`src/rtl/exp4_trena_pkg.sv`:
```
// Shared definitions for the trena measurement receiver: baud default,
// frame constants, receiver FSM state codes and parser states.
package exp4_trena_pkg;

   localparam int         M_BAUD_PADRAO     = 434;
   localparam logic [6:0] TERMINADOR_PADRAO = 7'h17;
   localparam logic [6:0] ASCII_ZERO        = 7'h30;

   typedef enum logic [3:0] {
      INICIAL  = 4'd0,
      ESPERA   = 4'd1,
      CONFIRMA = 4'd2,
      DADOS    = 4'd3,
      PARIDADE = 4'd4,
      STOP     = 4'd5,
      ARMAZENA = 4'd6
   } rx_estado_t;

   typedef enum logic {
      P_RECEBE   = 1'b0,
      P_DESCARTA = 1'b1
   } parser_t;

   // A digit is 0x30..0x3F: upper three bits equal those of ASCII '0'.
   function automatic logic eh_digito(input logic [6:0] c);
      return (c & 7'h70) == ASCII_ZERO;
   endfunction

endpackage

```
`src/rtl/exp4_trena_contador_m.sv`:
```
// Modulo-M counter with synchronous clear and count enable.
// Ports: clock, reset (async high), zera, conta, q (count), fim (q==M-1).
module contador_m #(
   parameter int M = 16,
   parameter int N = $clog2(M)
) (
   input  logic         clock,
   input  logic         reset,
   input  logic         zera,
   input  logic         conta,
   output logic [N-1:0] q,
   output logic         fim
);

   always_ff @(posedge clock or posedge reset) begin
      if (reset) begin
         q <= '0;
      end else if (zera) begin
         q <= '0;
      end else if (conta) begin
         if (q == N'(M - 1)) q <= '0;
         else                q <= q + 1'b1;
      end
   end

   assign fim = (q == N'(M - 1));

endmodule

```
`src/rtl/exp4_trena_rx_serial_7E1.sv`:
```
// 7E1 async character receiver: sync, start confirm, bit sampling, parity/stop check.
// Ports: clock, reset, entrada_serial -> dados_ascii[6:0], char_ok,
//        char_err_par, char_err_stop (valid in armazena only), db_estado[3:0].
module rx_serial_7E1
   import exp4_trena_pkg::*;
#(
   parameter int M_BAUD = M_BAUD_PADRAO
) (
   input  logic       clock,
   input  logic       reset,
   input  logic       entrada_serial,
   output logic [6:0] dados_ascii,
   output logic       char_ok,
   output logic       char_err_par,
   output logic       char_err_stop,
   output logic [3:0] db_estado
);

   localparam int NB = $clog2(M_BAUD);

   rx_estado_t estado, prox;

   logic          s1, s2, s3;
   logic          queda;
   logic [NB-1:0] baud_q;
   logic          baud_fim, baud_meio;
   logic [2:0]    bit_q;
   logic          bit_fim;
   logic          zera_baud, conta_baud;
   logic          zera_bit, conta_bit;
   logic          amostra_dado, amostra_par, amostra_stop;
   logic [6:0]    dados;
   logic          par_bit, stop_bit;
   logic          par_ok, em_armazena;

   // s1/s2 resynchronise the line; s3 is the previous s2 for edge detect.
   always_ff @(posedge clock or posedge reset) begin
      if (reset) begin
         s1 <= 1'b0;
         s2 <= 1'b0;
         s3 <= 1'b0;
      end else begin
         s1 <= entrada_serial;
         s2 <= s1;
         s3 <= s2;
      end
   end

   assign queda     = s3 & ~s2;
   assign baud_meio = (baud_q == NB'(M_BAUD / 2 - 1));

   contador_m #(.M(M_BAUD), .N(NB)) u_baud (
      .clock (clock),
      .reset (reset),
      .zera  (zera_baud),
      .conta (conta_baud),
      .q     (baud_q),
      .fim   (baud_fim)
   );

   contador_m #(.M(7), .N(3)) u_bit (
      .clock (clock),
      .reset (reset),
      .zera  (zera_bit),
      .conta (conta_bit),
      .q     (bit_q),
      .fim   (bit_fim)
   );

   always_ff @(posedge clock or posedge reset) begin
      if (reset) estado <= INICIAL;
      else       estado <= prox;
   end

   always_comb begin
      prox         = estado;
      zera_baud    = 1'b0;
      conta_baud   = 1'b0;
      zera_bit     = 1'b0;
      conta_bit    = 1'b0;
      amostra_dado = 1'b0;
      amostra_par  = 1'b0;
      amostra_stop = 1'b0;
      unique case (estado)
         INICIAL: begin
            zera_baud = 1'b1;
            zera_bit  = 1'b1;
            prox      = ESPERA;
         end
         ESPERA: begin
            zera_baud = 1'b1;
            zera_bit  = 1'b1;
            if (queda) prox = CONFIRMA;
         end
         CONFIRMA: begin
            conta_baud = 1'b1;
            if (baud_meio) begin
               // Restart the baud count so data samples land mid-bit.
               zera_baud = 1'b1;
               prox      = s2 ? ESPERA : DADOS;
            end
         end
         DADOS: begin
            conta_baud = 1'b1;
            if (baud_fim) begin
               amostra_dado = 1'b1;
               conta_bit    = 1'b1;
               if (bit_fim) prox = PARIDADE;
            end
         end
         PARIDADE: begin
            conta_baud = 1'b1;
            if (baud_fim) begin
               amostra_par = 1'b1;
               prox        = STOP;
            end
         end
         STOP: begin
            conta_baud = 1'b1;
            if (baud_fim) begin
               amostra_stop = 1'b1;
               prox         = ARMAZENA;
            end
         end
         ARMAZENA: prox = ESPERA;
         default:  prox = INICIAL;
      endcase
   end

   always_ff @(posedge clock or posedge reset) begin
      if (reset) begin
         dados    <= '0;
         par_bit  <= 1'b0;
         stop_bit <= 1'b0;
      end else begin
         if (amostra_dado) dados[bit_q] <= s2;
         if (amostra_par)  par_bit      <= s2;
         if (amostra_stop) stop_bit     <= s2;
      end
   end

   assign par_ok        = ~(^{dados, par_bit});
   assign em_armazena   = (estado == ARMAZENA);
   assign char_ok       = em_armazena & par_ok & stop_bit;
   assign char_err_par  = em_armazena & ~par_ok;
   assign char_err_stop = em_armazena & ~stop_bit;
   assign dados_ascii   = dados;
   assign db_estado     = estado;

endmodule

```
`src/rtl/exp4_trena_rx_medida.sv`:
```
// Trena link receiver: parses <d0><d1><d2><TERMINADOR> frames into medida.
// Ports: clock, reset (async high), entrada_serial -> medida[11:0], pronto,
//        erro_paridade, erro_quadro (1-cycle pulses), db_estado[3:0].
module exp4_trena_rx_medida
   import exp4_trena_pkg::*;
#(
   parameter int         M_BAUD     = M_BAUD_PADRAO,
   parameter logic [6:0] TERMINADOR = TERMINADOR_PADRAO
) (
   input  logic        clock,
   input  logic        reset,
   input  logic        entrada_serial,
   output logic [11:0] medida,
   output logic        pronto,
   output logic        erro_paridade,
   output logic        erro_quadro,
   output logic [3:0]  db_estado
);

   logic [6:0] c;
   logic       char_ok, char_err_par, char_err_stop;
   logic [1:0] idx;
   logic [3:0] d0, d1, d2;
   parser_t    pst;

   rx_serial_7E1 #(.M_BAUD(M_BAUD)) u_rx (
      .clock          (clock),
      .reset          (reset),
      .entrada_serial (entrada_serial),
      .dados_ascii    (c),
      .char_ok        (char_ok),
      .char_err_par   (char_err_par),
      .char_err_stop  (char_err_stop),
      .db_estado      (db_estado)
   );

   always_ff @(posedge clock or posedge reset) begin
      if (reset) begin
         medida        <= '0;
         pronto        <= 1'b0;
         erro_paridade <= 1'b0;
         erro_quadro   <= 1'b0;
         idx           <= '0;
         d0            <= '0;
         d1            <= '0;
         d2            <= '0;
         pst           <= P_RECEBE;
      end else begin
         pronto        <= 1'b0;
         erro_paridade <= 1'b0;
         erro_quadro   <= 1'b0;
         if (char_err_par || char_err_stop) begin
            erro_paridade <= char_err_par;
            erro_quadro   <= char_err_stop;
            pst           <= P_DESCARTA;
            idx           <= '0;
         end else if (char_ok) begin
            if (pst == P_DESCARTA) begin
               // Resync silently on the next end-of-frame.
               if (c == TERMINADOR) begin
                  pst <= P_RECEBE;
                  idx <= '0;
               end
            end else if (eh_digito(c) && idx != 2'd3) begin
               unique case (idx)
                  2'd0:    d0 <= c[3:0];
                  2'd1:    d1 <= c[3:0];
                  default: d2 <= c[3:0];
               endcase
               idx <= idx + 1'b1;
            end else if (c == TERMINADOR) begin
               if (idx == 2'd3) begin
                  medida <= {d0, d1, d2};
                  pronto <= 1'b1;
               end else begin
                  erro_quadro <= 1'b1;
               end
               idx <= '0;
            end else begin
               erro_quadro <= 1'b1;
               pst         <= P_DESCARTA;
               idx         <= '0;
            end
         end
      end
   end

endmodule
```
`config.mk`:
```
export PLATFORM = sky130hd
export DESIGN_NAME = exp4_trena_rx_medida
export DESIGN_NICKNAME = d
export VERILOG_FILES = /design/src/rtl/exp4_trena_pkg.sv /design/src/rtl/exp4_trena_contador_m.sv /design/src/rtl/exp4_trena_rx_serial_7E1.sv /design/src/rtl/exp4_trena_rx_medida.sv
export SDC_FILE = /design/constraint.sdc
export NUM_CORES = 1
export LEC_CHECK = 0
export CAP_MARGIN = 20
export CORE_ASPECT_RATIO = 1.5
export CORE_UTILIZATION = 30
export DETAILED_ROUTE_END_ITERATION = 12
export SYNTH_ARGS = -nofsm -noshare
export SYNTH_HDL_FRONTEND = slang
export SYNTH_SLANG_ARGS = --single-unit
```
`constraint.sdc`:
```
create_clock -name clock -period 2.85 [get_ports clock]
set_clock_uncertainty 0.2 [all_clocks]
set_input_delay 0.855 -clock clock [delete_from_list [all_inputs] [get_ports clock]]
set_output_delay 0.855 -clock clock [all_outputs]
set_load 0.05 [all_outputs]
```
==> After elaboration in Yosys (flattened, before gate mapping) <==
Cells that the tools add are included.
{ "word_totals": {"out_inout_bits": 19, "word_cells": 123, "regBits": 58} }
{ "op_classes": {"eq_ne": 21, "order_cmp": 2, "reduce_logical": 19, "n_mux": 48, "bitwise": 12, "addsub": 3} }
{ "op_table": {"columns": ["cell", "count"], "rows": [
  ["$mux 9", 3],
  ["$mux 1", 26],
  ["$mux 4", 6],
  ["$pmux 4 s6", 1],
  ["$reduce_and 5->1", 3],
  ["$eq 4x3->1 const B", 3],
  ["$mux 2", 6],
  ["$ne 2x1->1 const B", 6],
  ["$reduce_and 6->1", 2],
  ["$add 9x1->9 const B", 1],
  ["$eq 9x8->1 const B", 1],
  ["$eq 9x9->1 const B", 1],
  ["$mux 3", 3],
  ["$eq 4x2->1 const B", 2],
  ["$reduce_xor 8->1", 1],
  ["$bwmux 7", 1],
  ["$eq 7x5->1 const B", 1],
  ["$not 1->1", 7],
  ["$reduce_bool 2->1", 3],
  ["$reduce_or 2->1", 3],
  ["$and 1x1->1", 5],
  ["$eq 4x1->1 const B", 1],
  ["$logic_not 4->1", 1],
  ["$lt 3x4->1 const B", 1],
  ["16 further kinds", 17]
]} }

==> Depth between registers and ports, before layout <==
Gate-level depths: netlist (run 1).
{ "logic_depth": {"ltp_word": 7, "mapped_depth": 8, "mapped_depth_nobuf": 7} }

==> Cells and area by module <==
From an unflattened synthesis (run 1), not the netlist that was laid out.
{ "unflattened": {"hier_cells": 241, "hier_area_um2": 2896.5} }
{ "modules_own_cells": {"columns": ["mod", "area_each_um2", "seq_area_each_um2", "cells_each", "n_inst"], "rows": [
  ["exp4_trena_rx_medida", 1346.3, 750.7, 90, 1],
  ["rx_serial_7E1", 865.8, 375.4, 80, 1],
  ["contador_m at u_rx.u_baud", 544.3, 225.2, 57, 1],
  ["contador_m at u_rx.u_bit", 140.1, 75.1, 14, 1]
]} }

==> Worst setup path after synthesis (run 1) <==
OpenSTA, ideal clock, no wires.
{ "synth_path": {"path_type": "reg-to-reg", "start": "register u_rx.estado[2], in the netlist u_rx.db_estado[2]", "end": "register medida[0]", "setup_slack_ps": 552, "setup_time_ps": 125, "n_path_buf": 2, "path_stages_with_launch": 7, "period_less_slack_ps": 2298, "required_time_ps": 2525, "arrival_ps": 1973, "path_cell_list": "dfrtp_1 > buf_2 > nand3_2 > nor3b_4 > nand4_2 > buf_6 > mux2_4"} }
{ "synth_between": {"elab_chain_cells": 5, "word_cells_on_any_way": 8} }
{ "synth_rtl": {"columns": ["item", "line_no", "rtl"], "rows": [
  ["start: declaration", "exp4_trena_rx_serial_7E1.sv:21", "rx_estado_t estado, prox;"],
  ["start signal: assignment", "exp4_trena_rx_serial_7E1.sv:72", "else estado <= prox;"],
  ["$eq 4x3->1 (*)", "exp4_trena_rx_serial_7E1.sv:143", "assign em_armazena = (estado == ARMAZENA);"],
  ["$and 1x1->1 (on tied branches)", "exp4_trena_rx_serial_7E1.sv:145, exp4_trena_rx_serial_7E1.sv:146", null],
  ["$logic_or 1x1->1", "exp4_trena_rx_medida.sv:52", "if (char_err_par || char_err_stop) begin"],
  ["$not 1->1 (no line)", null, null],
  ["$reduce_and 6->1 (no line) (*)", null, null],
  ["end signal: assignment", "exp4_trena_rx_medida.sv:73", "medida <= {d0, d1, d2};"],
  ["end: declaration", "exp4_trena_rx_medida.sv:13", "output logic [11:0] medida,"]
]} }
Mark *: on every way between the ends. The rest lies on a longest branch, timed or not.
A chain may end at the register's enable or synchronous reset.

==> Worst setup path after layout (run 1) <==
{ "layout_path": {"start": "register medida[9]", "end": "output port medida[9]"} }
No word-level cell between the ends.

==> run summary, run 1 <==
Sequential Power Share: 40.6%
Setup crit start kind: flip-flop
Area Overhead vs Synth: 21.3%
Final setup viols: 0
Syn Area/Cell: 11.8 µm²
Sw frac: 27.7%
DP HPWL: 3720 µm
Drt drc: 0
Clock Latency Late Sink: 320 ps
CP max FO: 2
RSZ-0062 raised after global routing: no
Setup WS pre-CTS: 409 ps
CP Class: reg -> out
N_diodes: 0
Tmin final: 2530 ps
H-tree depth: 3
Clock share of power: 44.6%
Post-Synthesis Cell Area: 0.00285 mm²
First-pass GRT wire length: 9050 µm
Row cnt: 43
Slew margin rel.: 65.0%
Hold Path Origin: u_rx.s1
Synthesis Warnings: 0
Max-slew violations: 0
Crit-path leading delay family: buffers and inverters
Syn Nets: 250
Max Root-Sink Buffers: 2
Setup ws final: 322 ps
Final Core Density: 37.3%
Fin crit share: 88.7%
Initial antenna violation count: 0
Antenna Nets Post-Route: 0
Max frequency: 0.395 GHz
Crit path largest cell delay: 800 ps
Drt via density: 4.89
Psw: 0.000633 W
Synth async-reset ratio: 100%
# Max-Cap Violations: 0
Worst R2R Setup Slack: 420 ps
Layout cells sized above 1: 23.5%
Die Y: 121 µm
Commonest non-fill, non-tap cell in the layout: dfrtp_1
Worst min path class: reg -> reg
Post-synth EDFFs: 0
Pleak: 1.57 nW
Vias in the first global route: 1,914
Combinational fraction of design power: 14.9%
Pin count of the biggest net entering global routing: 31
Peak supply drop: 0.000424 V
Die X-Extent: 81.6 µm
Final hold viol count: 0
Die area: 0.00990 mm²
Final Wtd Congestion: 0.814
GRT Util Overall: 12.2%
Status: finished clean
Worst Hold Path Cells: 0
WL/cell: 13.7 µm
R2r startpoint: u_rx.db_estado[0]
Synth cell types: 52
Pwr/cell area: 662 mW/mm²
Worst Setup SP: medida[9]
Most frequent cells in the layout: dfrtp_1, nor2_1, clkdlybuf4s50_1
Mapped Cells: 241
CP Capture Type: output port
Clk slew on worst S/H paths: 50 ps
Floorplan core area: 0.00925 mm²
DRT Pass-1 Iters: 4
Final WL: 5280 µm
Nets: 277
Ys flop type: dfrtp_1
Initial drt markers: 96
CTS root buf: clkbuf_16
R2R Path End: medida[3]
Initial core utilization: 30.8%
Yosys top cell area share: 50.1%
Least-Margin Pin Slew: 523 ps
Grt total ovfl: 0
Min Hold Slack: 158 ps
Worst Hold End: u_rx.s2
Setup TNS: 0 ps
CTS Hold Bufs: 0
CTS sink cnt: 57
CP Buf/Inv Count: 1
Int Pwr: 0.00165 W
Dominant cell type by area after synthesis: dfrtp_1
Vias post-DR: 1,877
R2R depth: 5
CP required: 1800 ps
Flops & latches, synth: 57
Total CTS buffers: 9
Seq/Total Area, Yosys: 50.1%
Crit-path slowest cell: clkdlybuf4s50_1
Data arrival, critical path: 1470 ps
CTS tree: done
PortBufs: 20
Crit-path cells: clkdlybuf4s50_1
Top-level I/O count: 22
Largest cells by area after synthesis: dfrtp_1, mux2_4, mux2_2
==> power groups by stage <==
stage                     Sequential (W)  Combinational, W  Clock, W
after detailed placement        0.000939          0.000338         0
final                           0.000928          0.000340   0.00102
after global placement          0.000936          0.000337         0
after floorplan                 0.000949          0.000237         0
after global routing            0.000937          0.000383   0.00108
after CTS                       0.000926          0.000341   0.00105
==> worst max path at each step <==
| stage | endpoint | depth (start not counted) |
|---|---|---|
| floorplan | d0[0] | 1 |
| global placement | db_estado[0] | 1 |
| detailed placement | db_estado[0] | 1 |
| CTS | db_estado[0] | 1 |
| global route | medida[1] | 1 |
| finish | medida[9] | 1 |
==> what timing repair did <==
action | 4_1_cts | 5_1_grt
endpoints found under the hold margin | 0 | 0
gates resized for setup | 0 | 1
endpoints found under the setup margin | 0 | 1
setup buffers | 0 | 0
==> kinds of logic (layout without fill, tap and decap cells) <==
| logic type | after synthesis | in the layout | share of synthesized area, % |
|---|---|---|---|
| AND/OR/NAND/NOR | 81 | 81 | 17.5 |
| flip-flops | 57 | 57 | 50.1 |
| multiplexers | 34 | 34 | 15.2 |
| AO/OA/AOI/OAI | 30 | 30 | 6.81 |
| buffers and inverters | 18 | 49 | 3.34 |
| XOR/XNOR | 14 | 14 | 4.30 |
| adder cells (fa/ha/maj) | 6 | 6 | 2.63 |
| other | 1 | 1 | 0.132 |
==> cell type report <==
type                    count  area [µm²]
clock inverters             6        60.1
clock buffers               9         225
well taps                 112         140
repair buffers             26         245
fillers                   928        5800
multi-input cells         166        1330
flip-flops and latches     57        1430
inverters                   8        31.3
==> cells in the mapped netlist, types with 2 or more instances <==
master	count
a21oi_1	7
a22o_1	4
a31oi_1	2
and3_1	3
and4_1	3
and4_4	2
buf_2	3
buf_4	2
buf_6	2
clkbuf_1	3
dfrtp_1	57
ha_1	6
inv_1	6
mux2_1	5
mux2_2	14
mux2_4	14
nand2_1	16
nand2b_1	5
nand3_1	5
nand3_2	2
nand3b_1	2
nand4_1	2
nor2_1	19
nor2_2	2
nor3_1	5
nor4_1	2
o211ai_1	3
o21ai_0	8
or4_1	2
xnor2_1	9
xor2_1	5
==> registers in the layout (all words and copies together), names as in the netlist, 2 cells and up <==
signal,count
medida,12
u_rx.u_baud.q,9
u_rx.dados_ascii,7
d0,4
d1,4
d2,4
u_rx.db_estado,3
u_rx.u_bit.q,3
idx,2
==> metal layers <==
metal,vias up,global-route usage (%),share of wire (%)
li1,904,-,-
met1,921,14.0,44
met2,39,20.3,50
met3,13,2.56,2.9
met4,0,7.79,2.9
met5,-,0,0
==> metrics by stage <==
step	area, µm²	total power (W)	instances
after detailed placement	3170	0.00128	369
after CTS	3450	0.00232	384
after global placement	3170	0.00127	369
final	3460	0.00229	384
after global routing	3460	0.00240	384
after floorplan	2850	0.00119	241
No activity file was read; power rests on OpenSTA's default activity.
==> run 2: changes to the inputs <==
--- a/config.mk
+++ b/config.mk
@@ -8,7 +8,9 @@
 export CAP_MARGIN = 20
 export CORE_ASPECT_RATIO = 1.5
 export CORE_UTILIZATION = 30
+export CTS_CLUSTER_DIAMETER = 200
 export DETAILED_ROUTE_END_ITERATION = 12
+export PLACE_DENSITY = 0.43
 export SYNTH_ARGS = -nofsm -noshare
 export SYNTH_HDL_FRONTEND = slang
 export SYNTH_SLANG_ARGS = --single-unit
==> run summary, run 2 (synthesis results as in run 1) <==
CTS Hold Bufs: 0
Die Y: 121 µm
Fin crit share: 90.0%
Placed inst area: 0.00319 mm²
CTS resizes: 0
Initial antenna violation count: 0
CTS tree: done
Pin count of the biggest net entering global routing: 58
Worst min path class: reg -> reg
PortBufs: 20
Max reg flops: 12
# Max-Cap Violations: 0
CTS root buf: clkbuf_16
Tmin final: 2570 ps
Drt via density: 4.86
Row cnt: 43
Final instance area: 0.00349 mm²
Data arrival, critical path: 1510 ps
Final Wtd Congestion: 0.764
Initial core utilization: 30.8%
Clock Latency Late Sink: 320 ps
Commonest non-fill, non-tap cell in the layout: dfrtp_1
CP Class: reg -> out
Floorplan core area: 0.00925 mm²
CP required: 1800 ps
Setup TNS: 0 ps
Crit-path slowest cell: clkdlybuf4s50_1
Clk slew on worst S/H paths: 50 ps
Crit-path leading delay family: buffers and inverters
CP max FO: 2
Pwr/cell area: 666 mW/mm²
Max Root-Sink Buffers: 2
Status: finished clean
Pleak: 1.60 nW
Most flops, register: medida
Grt total ovfl: 0
Setup crit start kind: flip-flop
First-pass GRT wire length: 9690 µm
Die X-Extent: 81.6 µm
Area Overhead vs Synth: 22.4%
Worst R2R Setup Slack: 580 ps
Initial drt markers: 56
Least-Margin Pin Slew: 568 ps
CTS sink cnt: 57
Antenna Nets Post-Route: 0
Die area: 0.00990 mm²
Final WL: 5770 µm
Total CTS buffers: 9
H-tree depth: 3
Most frequent cells in the layout: dfrtp_1, nor2_1, clkdlybuf4s50_1
Min Hold Slack: 143 ps
FILL cells: 935
Nets: 279
Vias post-DR: 1,881
Crit path largest cell delay: 840 ps
Drt drc: 0
WL/cell: 14.9 µm
N_diodes: 0
Top-level I/O count: 22
Max-slew violations: 0
Vias in the first global route: 1,897
DP HPWL: 4060 µm
Final hold viol count: 0
CP Capture Type: output port
Slew margin rel.: 62.1%
Crit-path cells: clkdlybuf4s50_1
CP Buf/Inv Count: 1
Post-CTS Setup Repair Bufs: 0
GRT Util Overall: 13.6%
Max frequency: 0.390 GHz
DRT Pass-1 Iters: 4
Layout cells sized above 1: 24.4%
RSZ-0062 raised after global routing: no
Final setup viols: 0
Peak supply drop: 0.000298 V
-- run 2: report_power, final --
group | total [W] | internal (W) | switching [W]
clock | 0.00103 | 0.000679 | 0.000352
sequential | 0.000924 | 0.000857 | 0.0000671
combinational | 0.000368 | 0.000144 | 0.000224
-- run 2: routing by layer --
layer | vias up | part of all wire [%] | track usage, %
met5 | - | 0 | 0
met4 | 0 | 2.5 | 7.68
met3 | 10 | 3.4 | 4.21
met2 | 27 | 54 | 23.1
met1 | 932 | 40 | 14.5
li1 | 912 | - | -
-- run 2: final timing paths --
kind,from,end,depth (start not counted)
worst max register to register,u_rx.db_estado[1],d0[0],4
worst min-delay path,u_rx.s1,u_rx.s2,0
max in group asynchronous,reset,u_rx.s1,3
worst min register to register,u_rx.s1,u_rx.s2,0
worst max-delay path,u_rx.db_estado[0],db_estado[0],1
min in group asynchronous,reset,u_rx.dados_ascii[3],3
-- run 2: final cells by class --
class                   instances  area [µm²]  share of cell area (%)
clock inverters                 2        10.0                   0.287
inverters                       8        31.3                   0.897
repair buffers                 28         268                    7.68
flip-flops and latches         57        1430                    40.9
clock buffers                  14         284                    8.14
well taps                     112         140                    4.02
multi-input cells             166        1330                    38.1
-- run 2: metrics by stage --
step / utilization (%) / worst slack (ps) / total power [W] / instances
floorplan: - / 395 / 0.00119 / 241
global placement: 34.5 / 553 / 0.00131 / 371
detailed placement: 34.5 / 561 / 0.00130 / 371
CTS: 37.7 / 271 / 0.00236 / 387
global route: 37.7 / 240 / 0.00245 / 387
finish: 37.7 / 285 / 0.00232 / 387
==> run 3: changes to the inputs <==
--- a/config.mk
+++ b/config.mk
@@ -5,7 +5,7 @@
 export SDC_FILE = /design/constraint.sdc
 export NUM_CORES = 1
 export LEC_CHECK = 0
-export CAP_MARGIN = 20
+export CAP_MARGIN = 10
 export CORE_ASPECT_RATIO = 1.5
 export CORE_UTILIZATION = 30
 export CTS_CLUSTER_DIAMETER = 200
@@ -14,3 +14,4 @@
 export SYNTH_ARGS = -nofsm -noshare
 export SYNTH_HDL_FRONTEND = slang
 export SYNTH_SLANG_ARGS = --single-unit
+export TNS_END_PERCENT = 5
==> results of run 3 <==
No change in the layout: final DEF, timing and power equal those of run 2.
